[config.mk]
export PLATFORM = sky130hd
export DESIGN_NAME = wb_rr_arbiter_flat
export DESIGN_NICKNAME = d
export VERILOG_FILES = /design/src/rtl/wb_rr_arbiter_if.sv /design/src/rtl/wb_rr_arbiter.sv /design/src/flat_wrapper.sv
export SDC_FILE = /design/constraint.sdc
export NUM_CORES = 1
export LEC_CHECK = 0
export ABC_CLOCK_PERIOD_IN_PS = 2460
export BUFFER_PORTS_ARGS = -buffer_cell sky130_fd_sc_hd__buf_2
export CORE_AREA = 2 2 131 133
export CTS_CLUSTER_SIZE = 14
export DETAILED_ROUTE_END_ITERATION = 7
export DIE_AREA = 0 0 133 135
export GPL_TIMING_DRIVEN = 0
export PLACE_DENSITY = 0.47
export SLEW_MARGIN = 40
export SYNTH_ARGS = -nofsm -noshare
export SYNTH_HDL_FRONTEND = slang
export SYNTH_SLANG_ARGS = --single-unit
[constraint.sdc]
create_clock -name wb_clk_i -period 2.46 [get_ports wb_clk_i]
set_clock_uncertainty 0.15 [all_clocks]
set_input_delay 0.492 -clock wb_clk_i [delete_from_list [all_inputs] [get_ports wb_clk_i]]
set_output_delay 0.492 -clock wb_clk_i [all_outputs]
set_load 0.05 [all_outputs]
[src/rtl/wb_rr_arbiter_if.sv]
// Wishbone B4 classic link between one bus master and one bus slave.
//   master modport : drives adr/wdat/sel/we/cyc/stb/cti/bte, receives rdat/ack/err/rty
//   slave modport  : the mirror image
interface wb_rr_arbiter_if;
   logic [31:0] adr;
   logic [31:0] wdat;   // master -> slave write data
   logic [31:0] rdat;   // slave -> master read data
   logic [3:0]  sel;
   logic        we;
   logic        cyc;
   logic        stb;
   logic [2:0]  cti;
   logic [1:0]  bte;
   logic        ack;
   logic        err;
   logic        rty;

   modport master (
      output adr, wdat, sel, we, cyc, stb, cti, bte,
      input  rdat, ack, err, rty
   );

   modport slave (
      input  adr, wdat, sel, we, cyc, stb, cti, bte,
      output rdat, ack, err, rty
   );
endinterface

[src/rtl/wb_rr_arbiter.sv]
// Two-master round-robin Wishbone B4 classic arbiter with per-access watchdog.
// The bus is granted for a whole cyc tenure; a strobed access that sees no
// ack/err/rty within TIMEOUT cycles is terminated towards its master with err.
//
// Ports:
//   wb_clk_i   clock, all state on rising edge
//   wb_rst_i   synchronous active-high reset
//   m0_io      master 0 (core wishbone_controller), slave side of its link
//   m1_io      master 1 (boot/flash copy engine), slave side of its link
//   s_io       shared link towards wb_intercon, master side
//   grant_o    one-hot current owner, 2'b00 when idle
//   timeout_o  one-cycle pulse when the watchdog aborts an access
//
// state    | meaning
// ---------+----------------------------------------------------------
// ST_IDLE  | bus released, arbitrating between pending cyc requests
// ST_OWN   | owner_q holds the bus, s_* mirror the owner's inputs
// ST_ABORT | watchdog expired: bus dropped, err returned to the owner
module wb_rr_arbiter #(
   parameter int unsigned TIMEOUT = 255
) (
   input  logic                   wb_clk_i,
   input  logic                   wb_rst_i,
   wb_rr_arbiter_if.slave         m0_io,
   wb_rr_arbiter_if.slave         m1_io,
   wb_rr_arbiter_if.master        s_io,
   output logic [1:0]             grant_o,
   output logic                   timeout_o
);

   localparam int unsigned       CW     = (TIMEOUT > 0) ? $clog2(TIMEOUT + 1) : 1;
   localparam logic [CW-1:0]     CNT_TC = CW'((TIMEOUT > 0) ? TIMEOUT - 1 : 0);

   typedef enum logic [1:0] {
      ST_IDLE  = 2'd0,
      ST_OWN   = 2'd1,
      ST_ABORT = 2'd2
   } state_t;

   state_t        state_q;
   logic          owner_q;
   logic          last_q;
   logic [1:0]    grant_q;
   logic          timeout_q;
   logic [CW-1:0] cnt_q;

   logic own;
   logic abort;
   logic owner_cyc;
   logic term;
   logic wd_fire;
   logic pick;

   assign own       = (state_q == ST_OWN);
   assign abort     = (state_q == ST_ABORT);
   assign owner_cyc = owner_q ? m1_io.cyc : m0_io.cyc;
   assign term      = s_io.ack | s_io.err | s_io.rty;
   // A termination in the terminal-count cycle wins over the abort.
   assign wd_fire   = (TIMEOUT > 0) && s_io.stb && !term && (cnt_q == CNT_TC);
   // On contention the master not served last wins.
   assign pick      = (m0_io.cyc && m1_io.cyc) ? ~last_q : m1_io.cyc;

   assign s_io.adr  = own ? (owner_q ? m1_io.adr  : m0_io.adr)  : '0;
   assign s_io.wdat = own ? (owner_q ? m1_io.wdat : m0_io.wdat) : '0;
   assign s_io.sel  = own ? (owner_q ? m1_io.sel  : m0_io.sel)  : '0;
   assign s_io.we   = own & (owner_q ? m1_io.we  : m0_io.we);
   assign s_io.cyc  = own & owner_cyc;
   assign s_io.stb  = own & (owner_q ? m1_io.stb : m0_io.stb);
   assign s_io.cti  = own ? (owner_q ? m1_io.cti  : m0_io.cti)  : '0;
   assign s_io.bte  = own ? (owner_q ? m1_io.bte  : m0_io.bte)  : '0;

   assign m0_io.rdat = s_io.rdat;
   assign m1_io.rdat = s_io.rdat;

   // Slave terminations reach the owner only; a late ack during abort is dropped.
   assign m0_io.ack = own & ~owner_q & s_io.ack;
   assign m0_io.rty = own & ~owner_q & s_io.rty;
   assign m0_io.err = ~owner_q & ((own & s_io.err) | abort);
   assign m1_io.ack = own &  owner_q & s_io.ack;
   assign m1_io.rty = own &  owner_q & s_io.rty;
   assign m1_io.err =  owner_q & ((own & s_io.err) | abort);

   assign grant_o   = grant_q;
   assign timeout_o = timeout_q;

   always_ff @(posedge wb_clk_i) begin
      if (wb_rst_i) begin
         state_q   <= ST_IDLE;
         owner_q   <= 1'b0;
         last_q    <= 1'b1;
         grant_q   <= 2'b00;
         timeout_q <= 1'b0;
         cnt_q     <= '0;
      end else begin
         case (state_q)
            ST_IDLE: begin
               cnt_q <= '0;
               if (m0_io.cyc || m1_io.cyc) begin
                  state_q <= ST_OWN;
                  owner_q <= pick;
                  grant_q <= pick ? 2'b10 : 2'b01;
               end
            end
            ST_OWN: begin
               if (!owner_cyc) begin
                  state_q <= ST_IDLE;
                  last_q  <= owner_q;
                  grant_q <= 2'b00;
                  cnt_q   <= '0;
               end else if (wd_fire) begin
                  state_q   <= ST_ABORT;
                  timeout_q <= 1'b1;
                  cnt_q     <= '0;
               end else if (term || !s_io.stb || TIMEOUT == 0) begin
                  cnt_q <= '0;
               end else begin
                  cnt_q <= cnt_q + CW'(1);
               end
            end
            ST_ABORT: begin
               state_q   <= ST_IDLE;
               last_q    <= owner_q;
               grant_q   <= 2'b00;
               timeout_q <= 1'b0;
               cnt_q     <= '0;
            end
            default: begin
               state_q   <= ST_IDLE;
               grant_q   <= 2'b00;
               timeout_q <= 1'b0;
               cnt_q     <= '0;
            end
         endcase
      end
   end

endmodule

[src/flat_wrapper.sv]
// flat-port wrapper written by rule: the top's interface ports become plain ports
module wb_rr_arbiter_flat 
#(
   parameter int unsigned TIMEOUT = 255
)
  (wb_clk_i, wb_rst_i, grant_o, timeout_o, m0_io_adr, m0_io_wdat, m0_io_sel, m0_io_we, m0_io_cyc, m0_io_stb, m0_io_cti, m0_io_bte, m0_io_rdat, m0_io_ack, m0_io_err, m0_io_rty, m1_io_adr, m1_io_wdat, m1_io_sel, m1_io_we, m1_io_cyc, m1_io_stb, m1_io_cti, m1_io_bte, m1_io_rdat, m1_io_ack, m1_io_err, m1_io_rty, s_io_adr, s_io_wdat, s_io_sel, s_io_we, s_io_cyc, s_io_stb, s_io_cti, s_io_bte, s_io_rdat, s_io_ack, s_io_err, s_io_rty);
  wb_rr_arbiter_if m0_io_i ();
  wb_rr_arbiter_if m1_io_i ();
  wb_rr_arbiter_if s_io_i ();
  input  logic wb_clk_i;
  input  logic wb_rst_i;
  output logic [1:0] grant_o;
  output logic timeout_o;
  input wire logic [$bits(m0_io_i.adr)-1:0] m0_io_adr;
  input wire logic [$bits(m0_io_i.wdat)-1:0] m0_io_wdat;
  input wire logic [$bits(m0_io_i.sel)-1:0] m0_io_sel;
  input wire logic [$bits(m0_io_i.we)-1:0] m0_io_we;
  input wire logic [$bits(m0_io_i.cyc)-1:0] m0_io_cyc;
  input wire logic [$bits(m0_io_i.stb)-1:0] m0_io_stb;
  input wire logic [$bits(m0_io_i.cti)-1:0] m0_io_cti;
  input wire logic [$bits(m0_io_i.bte)-1:0] m0_io_bte;
  output wire logic [$bits(m0_io_i.rdat)-1:0] m0_io_rdat;
  output wire logic [$bits(m0_io_i.ack)-1:0] m0_io_ack;
  output wire logic [$bits(m0_io_i.err)-1:0] m0_io_err;
  output wire logic [$bits(m0_io_i.rty)-1:0] m0_io_rty;
  input wire logic [$bits(m1_io_i.adr)-1:0] m1_io_adr;
  input wire logic [$bits(m1_io_i.wdat)-1:0] m1_io_wdat;
  input wire logic [$bits(m1_io_i.sel)-1:0] m1_io_sel;
  input wire logic [$bits(m1_io_i.we)-1:0] m1_io_we;
  input wire logic [$bits(m1_io_i.cyc)-1:0] m1_io_cyc;
  input wire logic [$bits(m1_io_i.stb)-1:0] m1_io_stb;
  input wire logic [$bits(m1_io_i.cti)-1:0] m1_io_cti;
  input wire logic [$bits(m1_io_i.bte)-1:0] m1_io_bte;
  output wire logic [$bits(m1_io_i.rdat)-1:0] m1_io_rdat;
  output wire logic [$bits(m1_io_i.ack)-1:0] m1_io_ack;
  output wire logic [$bits(m1_io_i.err)-1:0] m1_io_err;
  output wire logic [$bits(m1_io_i.rty)-1:0] m1_io_rty;
  output wire logic [$bits(s_io_i.adr)-1:0] s_io_adr;
  output wire logic [$bits(s_io_i.wdat)-1:0] s_io_wdat;
  output wire logic [$bits(s_io_i.sel)-1:0] s_io_sel;
  output wire logic [$bits(s_io_i.we)-1:0] s_io_we;
  output wire logic [$bits(s_io_i.cyc)-1:0] s_io_cyc;
  output wire logic [$bits(s_io_i.stb)-1:0] s_io_stb;
  output wire logic [$bits(s_io_i.cti)-1:0] s_io_cti;
  output wire logic [$bits(s_io_i.bte)-1:0] s_io_bte;
  input wire logic [$bits(s_io_i.rdat)-1:0] s_io_rdat;
  input wire logic [$bits(s_io_i.ack)-1:0] s_io_ack;
  input wire logic [$bits(s_io_i.err)-1:0] s_io_err;
  input wire logic [$bits(s_io_i.rty)-1:0] s_io_rty;
  assign m0_io_i.adr = m0_io_adr;
  assign m0_io_i.wdat = m0_io_wdat;
  assign m0_io_i.sel = m0_io_sel;
  assign m0_io_i.we = m0_io_we;
  assign m0_io_i.cyc = m0_io_cyc;
  assign m0_io_i.stb = m0_io_stb;
  assign m0_io_i.cti = m0_io_cti;
  assign m0_io_i.bte = m0_io_bte;
  assign m0_io_rdat = m0_io_i.rdat;
  assign m0_io_ack = m0_io_i.ack;
  assign m0_io_err = m0_io_i.err;
  assign m0_io_rty = m0_io_i.rty;
  assign m1_io_i.adr = m1_io_adr;
  assign m1_io_i.wdat = m1_io_wdat;
  assign m1_io_i.sel = m1_io_sel;
  assign m1_io_i.we = m1_io_we;
  assign m1_io_i.cyc = m1_io_cyc;
  assign m1_io_i.stb = m1_io_stb;
  assign m1_io_i.cti = m1_io_cti;
  assign m1_io_i.bte = m1_io_bte;
  assign m1_io_rdat = m1_io_i.rdat;
  assign m1_io_ack = m1_io_i.ack;
  assign m1_io_err = m1_io_i.err;
  assign m1_io_rty = m1_io_i.rty;
  assign s_io_adr = s_io_i.adr;
  assign s_io_wdat = s_io_i.wdat;
  assign s_io_sel = s_io_i.sel;
  assign s_io_we = s_io_i.we;
  assign s_io_cyc = s_io_i.cyc;
  assign s_io_stb = s_io_i.stb;
  assign s_io_cti = s_io_i.cti;
  assign s_io_bte = s_io_i.bte;
  assign s_io_i.rdat = s_io_rdat;
  assign s_io_i.ack = s_io_ack;
  assign s_io_i.err = s_io_err;
  assign s_io_i.rty = s_io_rty;
  wb_rr_arbiter #(.TIMEOUT(TIMEOUT)) u_core (.wb_clk_i(wb_clk_i), .wb_rst_i(wb_rst_i), .m0_io(m0_io_i), .m1_io(m1_io_i), .s_io(s_io_i), .grant_o(grant_o), .timeout_o(timeout_o));
endmodule
==> impl_metrics.json, run 1 <==
{
  "power_density_nw_per_um2": 437,
  "drc_errors": 0,
  "clk_pin_slew_ps": 50,
  "critical_path.max_stage_delay_ps": 320,
  "critPathRequiredTime_ps": 1820,
  "leakage_nw": 2.39,
  "maxCapViolations": 0,
  "synth_top_family_by_area": "multiplexers",
  "rows": 47,
  "synthAdderAreaFrac": 0.0245,
  "stdcell_area_sq_um": 4490,
  "hold_class": "reg2reg",
  "crit_chain": "inv_1 > ha_1 > buf_6 > clkbuf_4 > and3b_1 > buf_2",
  "routed_wl_microns": 10800,
  "gr-usage-all-layers": 0.109,
  "fin_crit_sh": 0.947,
  "max_clock_freq_ghz": 0.429,
  "period_needed_ps": 2330,
  "syn2layout_area_growth_pct": 75.5,
  "clk_latency_ps": 240,
  "nets": 826,
  "synth-edff-count": 0,
  "yosys_most_used_dff": "dfxtp_1",
  "cts_max_level": 1,
  "async_flop_share": 0,
  "crit_fanout": 10,
  "synth_xor_area_frac": 0.0205,
  "hpwl_microns": 9370,
  "slew_headroom": 0.685,
  "placed_area_sq_um": 4350,
  "synth-compound-area-share": 0.0352,
  "tightest_slew_ps": 466,
  "drv_slew": 0,
  "busiest_layer": "met2",
  "netlist_area_sq_um": 2560,
  "vias_per_cell": 3.69,
  "rsz0062_at_grt": "false",
  "portBuffers": 304,
  "avgSynthCellArea_sq_um": 7.92,
  "met3_usage": 0.0169,
  "clkSinkCount": 15,
  "via_count": 3142,
  "clkPwrFrac": 0.164,
  "dieArea_sq_um": 18000,
  "use_met1": 0.127,
  "arrival_ps": 1690,
  "synth.mux.area_fraction": 0.297,
  "antenna_left": 0,
  "die_x_microns": 133,
  "grt-ovfl-total": 0,
  "use_met2": 0.217,
  "ys_warn_count": 0,
  "gp_congestion": 0.723,
  "slowest_stage": "dfxtp_1",
  "internal_power_mw": 0.927,
  "grt_first_pass_wirelength_microns": 16000,
  "power_frac_comb": 0.704,
  "grt_max_degree": 11,
  "die_h_microns": 135,
  "diodes": 0,
  "vdd_ir_drop_max_v": 0.000270,
  "netSwitchingFraction": 0.527,
  "status": "finished clean",
  "ios": 338,
  "layout-drive-gt1-share": 0.623,
  "synthCells": 323,
  "antenna_found_initial": 0,
  "numCtsBuffers": 3,
  "fin_ws_ps": 131,
  "yosys.area_share.simple": 0.272,
  "cts_buffer_depth": 2,
  "synth_seq_cells": 15,
  "dr.pass1.iters": 5,
  "start_kind": "flip-flop",
  "core_sq_um": 16400,
  "finalHoldViolations": 0,
  "drtIter0Drc": 66,
  "hold_slack_ps": 325,
  "start_util": 0.156,
  "avgRoutedWirePerCell_microns": 12.6,
  "finalSetupViolCount": 0,
  "first_global_vias": 3024,
  "synth_fp_nets": 517,
  "synth_seq_area_share": 0.117,
  "path_class": "reg2out",
  "cts_tree": "yes",
  "root_buffer": "clkbuf_16",
  "p_sw_mw": 1.03,
  "pre_cts_ws_ps": -250,
  "worst_setup_path_end_kind": "primary output",
  "ys_types": 32,
  "pwr-share-seq": 0.132
}
==> what timing repair did <==
action / in CTS / in global routing
endpoints found under the setup margin: 81 / 65
buffers inserted: 0 / 0
gates cloned: 0 / 0
hold buffers: 0 / 0
resized for setup: 12 / 22
==> per-layer routing <==
layer / wire length, microns / part of all wire
met5: 0 / 0
met4: 13 / 0.0012
met3: 673 / 0.063
met2: 5910 / 0.55
met1: 4160 / 0.39
==> worst max-delay path: cells and delay by family, from the launching register on <==
family | cells | cell delay [ps]
adder cells (fa/ha/maj) | 1 | 190
flip-flops | 1 | 320
buffers and inverters | 4 | 760
AND/OR/NAND/NOR | 1 | 170
==> layout make-up <==
type                            instances  area, sq um
Fill cell                            1849        11900
Multi-Input combinational cell        218         1660
Timing Repair Buffer                  304         1540
Buffer                                 85          617
Sequential cell                        15          300
Tap cell                              220          275
Clock buffer                            3         75.1
Inverter                                5         18.8
Clock inverter                          1         5.00
==> placed cells by master, fill, tap and decap left out <==
cell       instances
and3_1             2
a21boi_0           1
ha_1               5
a22o_1             1
o21ai_0            2
a21oi_1            8
a311o_1            1
dfxtp_1           15
and3b_1            2
or4b_1             1
clkbuf_16          3
nor2b_1           79
inv_1              5
or4_1              1
clkbuf_2           7
nor4b_1            1
nor4b_2            1
clkbuf_1           1
clkinv_2           1
nor2_1            13
or3_1              1
nand2_1            5
o22ai_1            1
xnor2_1            4
clkbuf_4           7
nand2b_1           3
buf_4             71
xor2_1             2
mux2i_1           76
buf_6              2
a211oi_1           1
nor3_1             2
nand3_1            4
buf_2            301
nand4_1            1
==> through the flow <==
| stage | total power [mW] | utilization | cells | setup TNS [ps] |
|---|---|---|---|---|
| after CTS | 1.97 | 0.272 | 851 | 0 |
| after detailed placement | 1.64 | 0.265 | 847 | -10370 |
| after global routing | 2.06 | 0.274 | 851 | 0 |
| final | 1.96 | 0.274 | 851 | 0 |
| after global placement | 1.64 | 0.265 | 847 | -11220 |
| after floorplan | 1.28 | - | 323 | 0 |
==> cells in the mapped netlist, drive strengths merged (2+ instances only) <==
master | number | share of area
nor2 | 13 | 0.019
nand2 | 5 | 0.0073
clkbuf | 10 | 0.015
ha | 5 | 0.024
nor4b | 2 | 0.0093
nor2b | 79 | 0.19
mux2i | 76 | 0.30
nand2b | 3 | 0.0073
and3 | 2 | 0.0049
dfxtp | 15 | 0.12
and3b | 2 | 0.0069
a21oi | 8 | 0.016
o21ai | 2 | 0.0039
xor2 | 2 | 0.0069
inv | 5 | 0.0073
buf | 75 | 0.21
xnor2 | 4 | 0.014
nand3 | 4 | 0.0078
nor3 | 2 | 0.0039
==> path summary, 6_finish.rpt <==
path | startpoint | end | slack (ps) | cells past startpoint
max | u_core.state_q[1] | m0_io_rty | 130 | 6
min | u_core.cnt_q[0] | u_core.cnt_q[0] | 330 | 1
max reg2reg | u_core.state_q[1] | u_core.timeout_o | 260 | 7
min reg2reg | u_core.cnt_q[0] | u_core.cnt_q[0] | 330 | 1
==> cells by family after synthesis <==
group                    after synthesis
adder cells (fa/ha/maj)                5
AND/OR/NAND/NOR                      116
buffers and inverters                 90
AO/OA/AOI/OAI                         15
flip-flops                            15
multiplexers                          76
XOR/XNOR                               6
==> sequential cells by signal, indices dropped and copies added (netlist names) <==
name              count
u_core.state_q        2
u_core.owner_q        1
u_core.cnt_q          8
u_core.timeout_o      1
u_core.grant_o        2
u_core.last_q         1
==> power groups by stage <==
stage               logic [mW]  registers, mW  clock network (mW)
global placement          1.38          0.263                   0
finish                    1.38          0.258               0.322
global route              1.46          0.259               0.338
detailed placement        1.38          0.263                   0
CTS                       1.39          0.258               0.328
floorplan                 1.01          0.272                   0
(Power assumes the default switching activity.)
==> inputs of run 2 (changes only) <==
Settings changed: ABC_AREA from default to 1, CORE_AREA 2 2 131 133 to 2 2 132 134, DIE_AREA 0 0 133 135 to 0 0 134 136, PLACE_DENSITY 0.47 to 0.45.
==> run 2 against run 1 <==
Against the previous run: non-clock buffer count grew 15; synthesized cell count grew 33%; sequential share of layout area fell by 0.30 points; combinational power rose by 35%; flip-flop and latch count did not move; critical path type unchanged; critical path depth up 2.
==> impl_metrics.json, run 2 <==
{
  "fin_crit_sh": 0.968,
  "hpwl_microns": 10800,
  "netSwitchingFraction": 0.567,
  "regMostFlops": "u_core.cnt_q",
  "synth_area_leader_cell": "nand3_1",
  "antenna_found_initial": 0,
  "largest_reg_flops": 8,
  "synth_area_leaders": "nand3_1 (31%), buf_4 (20%), nand2_1 (14%), dfxtp_1 (12%), buf_2 (3.5%)",
  "final_cell_mix": "buf_2 (234), nand3_1 (154), buf_4 (121)",
  "gp_congestion": 0.777,
  "synth_seq_cells": 15,
  "slew_headroom": 0.620,
  "synth_top_cell_area_share": 0.313,
  "grt_first_pass_wirelength_microns": 18700,
  "cts_buffer_depth": 2,
  "critPathTopFamily": "buffers and inverters",
  "rsz0062_at_grt": "true",
  "vias_per_cell": 4.08,
  "max_clock_freq_ghz": 0.420,
  "nets": 933,
  "reg2reg_slack_ps": 650,
  "power_frac_comb": 0.763,
  "ys_top_cells_by_count": "nand3_1 (154), nand2_1 (92), buf_4 (65)",
  "status": "finished clean",
  "critPathRequiredTime_ps": 1820,
  "avgSynthCellArea_sq_um": 5.74,
  "vdd_ir_drop_max_v": 0.000271,
  "power_density_nw_per_um2": 519,
  "start_util": 0.146,
  "synth_fp_nets": 623,
  "layout-drive-gt1-share": 0.561,
  "diodes": 0,
  "root_buffer": "clkbuf_16",
  "yosysMostFrequentCell": "nand3_1",
  "finalHoldViolations": 0,
  "maxCapViolations": 0,
  "finalSetupViolCount": 0,
  "cp.buffers_inverters": 5,
  "rows": 48,
  "grt-ovfl-total": 0,
  "p_sw_mw": 1.38,
  "stdcell_area_sq_um": 4700,
  "clk_pin_slew_ps": 50,
  "ys_types": 26,
  "antenna_left": 0,
  "cts_tree": "yes",
  "synthCells": 429,
  "yosys_most_used_dff": "dfxtp_1",
  "drtIter0Drc": 159,
  "start_kind": "flip-flop",
  "synth-edff-count": 0,
  "leakage_nw": 2.75,
  "grt_max_degree": 11,
  "cts_max_level": 1,
  "async_flop_share": 0,
  "die_h_microns": 136,
  "crit_fanout": 10,
  "path_class": "reg2out",
  "worst_setup_path_end_kind": "primary output",
  "clk_latency_ps": 240,
  "routed_wl_microns": 13100,
  "holdBufCountCts": 0,
  "numCtsBuffers": 3,
  "placed_area_sq_um": 4270,
  "arrival_ps": 1740,
  "critical_path.max_stage_delay_ps": 310,
  "avgRoutedWirePerCell_microns": 13.6,
  "hold_class": "reg2reg",
  "clkSinkCount": 15,
  "totalPowerFinal_mw": 2.44,
  "crit_chain": "inv_1 > ha_2 > buf_8 > buf_12 > buf_4 > nand3_1 > nand2_1 > buf_6",
  "drv_slew": 0,
  "first_global_vias": 3585,
  "pwr-share-seq": 0.109,
  "die_x_microns": 134,
  "dieArea_sq_um": 18200,
  "ys_warn_count": 0,
  "gr-usage-all-layers": 0.127,
  "syn2layout_area_growth_pct": 90.7,
  "dr.pass1.iters": 4,
  "netlist_area_sq_um": 2460,
  "synth_seq_area_share": 0.122,
  "tightest_slew_ps": 569,
  "via_count": 3929,
  "clkPwrFrac": 0.129,
  "drc_errors": 0,
  "internal_power_mw": 1.06,
  "ios": 338,
  "portBuffers": 304,
  "final_common_cell": "buf_2",
  "core_sq_um": 16900,
  "period_needed_ps": 2380,
  "slowest_stage": "dfxtp_1"
}
## run 2: cell count changes in the layout (fill, tap and decap cells not counted), sizes merged, moves of 3 or more
cell,delta
mux2i,-76
inv,+9
nand2,+91
xnor2,-3
nand3,+152
nor2,+9
nor2b,-79
buf,+8
nand2b,-3
clkbuf,+8
## run 2: repair_timing
item	4_1_cts	5_1_grt
buffers inserted	2	0
gates resized for setup	89	47
pin swaps	0	1
endpoints found under the setup margin	80	71
## run 2: path summary, 6_finish.rpt
kind | endpoint | cells past startpoint | startpoint
setup / recovery | s_io_adr[12] | 8 | u_core.state_q[1]
hold / removal | u_core.grant_o[0] | 2 | u_core.grant_o[0]
setup reg to reg | u_core.cnt_q[7] | 11 | u_core.state_q[1]
hold reg to reg | u_core.grant_o[0] | 2 | u_core.grant_o[0]
## run 2: power groups by stage
stage               Combinational [mW]  Sequential (mW)  Clock [mW]
floorplan                         1.20            0.282           0
global placement                  1.71            0.270           0
detailed placement                1.70            0.270           0
CTS                               1.83            0.265       0.320
global route                      1.97            0.266       0.331
finish                            1.86            0.265       0.314
## run 2: worst reg2reg max path, delay by kind of cell, from the launching register on
kind / cells / cell delay [ps]
AND/OR/NAND/NOR: 7 / 640
buffers and inverters: 3 / 400
flip-flops: 1 / 310
adder cells (fa/ha/maj): 1 / 210
## run 2: final cells by class
type | count | area [sq um]
Fill cell | 1949 | 12200
Clock buffer | 4 | 78.8
Sequential cell | 15 | 300
Buffer | 98 | 723
Inverter | 14 | 55.1
Timing Repair Buffer | 306 | 1790
Multi-Input combinational cell | 301 | 1470
Tap cell | 225 | 282
## run 2: per-layer routing
layer  vias to the layer above  routed length, microns  track usage
li1                       1975                       -            -
met1                      1741                    5180        0.155
met2                       205                    6770        0.238
met3                         8                    1040       0.0205
met4                         0                     131       0.0189
met5                         -                       0            0
## run 2: kinds of logic after synthesis
group	synth area share
compound gates	0.0315
fa+ha+maj	0.0254
flops	0.122
buf+inv	0.284
xor+xnor	0.0142
simple gates	0.523
## run 2: stage by stage
stage               utilization  setup WS [ps]  instances  setup TNS, ps  hold WS, ps
finish                    0.278           79.1        963              0          316
global route              0.278          -5.81        963          -9.43          354
CTS                       0.272           1.17        964              0          321
detailed placement        0.253           -187        958          -6450          313
global placement          0.253           -171        958          -5690          303
floorplan                     -            220        429              0          280
==> inputs of run 3 (changes only) <==
Settings changed: ABC_CLOCK_PERIOD_IN_PS 2460 to 2100, CORE_AREA 2 2 132 134 to 2 2 131 133, DIE_AREA 0 0 134 136 to 0 0 133 135, PLACE_DENSITY 0.45 to 0.48.
Clock period 2.46 ns to 2.1 ns, I/O delays scaled along.
==> run 3 against run 2 <==
Against the previous run: the run now ends with setup timing left; critical path type unchanged; via count up 4.2%; non-clock buffer count up 23; critical path depth up 1; clock-buffer cell count down 1; sequential share of layout area down 1.6 points; sequential power up 18%; core utilization up 11 points; hold slack worse by 7.9 ps.
==> impl_metrics.json, run 3 (synthesis results as in run 2) <==
{
  "p_sw_mw": 1.89,
  "first_global_vias": 3997,
  "clk_latency_ps": 240,
  "dieArea_sq_um": 18000,
  "numCtsBuffers": 3,
  "pwr-share-seq": 0.085,
  "worstRegToRegCells": 12,
  "start_util": 0.150,
  "root_buffer": "clkbuf_16",
  "crit_fanout": 6,
  "diodes": 0,
  "drv_slew": 0,
  "hold_slack_ps": 308,
  "arrival_ps": 1670,
  "syn2layout_area_growth_pct": 157,
  "ios": 338,
  "die_x_microns": 133,
  "gr-usage-all-layers": 0.141,
  "worst_setup_path_end_kind": "primary output",
  "dr.pass1.iters": 4,
  "rows": 47,
  "power_density_nw_per_um2": 578,
  "internal_power_mw": 1.78,
  "regMostFlops": "u_core.cnt_q",
  "grt-ovfl-total": 0,
  "nets": 956,
  "reg2reg_to": "u_core.cnt_q[7]",
  "die_h_microns": 135,
  "min_from": "u_core.cnt_q[0]",
  "routed_wl_microns": 14600,
  "leakage_nw": 3.14,
  "rsz0062_at_grt": "true",
  "cts_tree": "yes",
  "hpwl_microns": 10600,
  "antenna_left": 0,
  "avgRoutedWirePerCell_microns": 14.9,
  "holdBufCountCts": 0,
  "clk_pin_slew_ps": 50,
  "hold_class": "reg2reg",
  "portBuffers": 304,
  "finalSetupViolCount": 66,
  "via_count": 4094,
  "max_clock_freq_ghz": 0.446,
  "power_frac_comb": 0.814,
  "largest_reg_flops": 8,
  "violations": "setup timing",
  "final_cell_mix": "buf_2 (225), nand3_1 (81), buf_4 (73)",
  "reg2reg_slack_ps": 280,
  "drc_errors": 0,
  "core_sq_um": 16400,
  "layout-drive-gt1-share": 0.769,
  "cts_buffer_depth": 2,
  "fin_util": 0.387,
  "start_kind": "flip-flop",
  "clkSinkCount": 15,
  "hold_path_depth": 1,
  "slew_headroom": 0.740,
  "cts_max_level": 1,
  "fin_crit_sh": 1.07,
  "antenna_found_initial": 0,
  "path_class": "reg2out",
  "grt_first_pass_wirelength_microns": 20500,
  "vias_per_cell": 4.17,
  "reg2reg_from": "u_core.state_q[1]",
  "finalHoldViolations": 0,
  "gp_congestion": 0.770,
  "vdd_ir_drop_max_v": 0.000264,
  "holdPathEnd": "u_core.cnt_q[0]",
  "period_needed_ps": 2240,
  "final_common_cell": "buf_2",
  "drtIter0Drc": 82,
  "fin_ws_ps": -143,
  "grt_max_degree": 11,
  "netSwitchingFraction": 0.516,
  "status": "finished with violations",
  "critPathRequiredTime_ps": 1530,
  "tightest_slew_ps": 390,
  "clkPwrFrac": 0.100,
  "maxCapViolations": 0
}
==> run 3: area by class of cell <==
cell class	instances	area [sq um]
Buffer	98	870
Clock buffer	3	75.1
Clock inverter	1	5.00
Fill cell	1685	10100
Inverter	14	57.6
Multi-Input combinational cell	301	2160
Sequential cell	15	303
Tap cell	220	275
Timing Repair Buffer	329	2600
==> run 3: how the worst max path moves through the flow <==
stage / start / end / slack, ps / cells after the start
2_1_floorplan: u_core.state_q[1] / m1_io_ack / -70 / 6
6_report: u_core.state_q[1] / s_io_sel[3] / -140 / 9
3_3_place_gp: u_core.state_q[1] / s_io_adr[24] / -450 / 8
4_1_cts: u_core.state_q[1] / s_io_adr[18] / -170 / 9
5_1_grt: u_core.state_q[1] / s_io_sel[3] / -200 / 9
3_5_place_dp: u_core.state_q[1] / s_io_we / -470 / 8
==> run 3: worst max-delay path: stages, from the launching register on <==
cell	delay, ps
dfxtp_2	330
inv_2	50
ha_4	170
buf_12	120
buf_16	140
clkbuf_16	170
clkbuf_16	160
nand3_4	80
nand2_4	60
buf_8	150
==> run 3: power by group through the flow <==
stage                     clock network [mW]  logic [mW]  registers (mW)
after global placement                     0        1.99           0.316
after CTS                              0.382        2.73           0.312
after global routing                   0.394        3.14           0.314
after detailed placement                   0        1.98           0.316
final                                  0.368        2.99           0.313
after floorplan                            0        1.41           0.330
==> run 3: per-stage QoR <==
stage	cell area, sq um	setup WS [ps]	instances	setup TNS [ps]	power [mW]
final	6340	-143	981	-6200	3.67
after global routing	6340	-195	981	-10260	3.85
after CTS	5680	-171	978	-9300	3.42
after detailed placement	4270	-466	953	-29910	2.30
after global placement	4270	-450	953	-28980	2.30
after floorplan	2470	-68.4	429	-274	1.74
==> run 3: repair_timing <==
action / CTS / global route
cloned: 8 / 4
gates resized for setup: 303 / 172
pin swaps: 39 / 52
buffers inserted: 13 / 5
setup endpoints to repair: 81 / 82
==> run 3: per-layer routing <==
metal  GRT usage  up-vias  share of wire
met2       0.273      193           0.54
met4      0.0221        0          0.011
met5           0        -              0
li1            -     2031              -
met1       0.168     1858           0.38
met3      0.0188       12          0.067
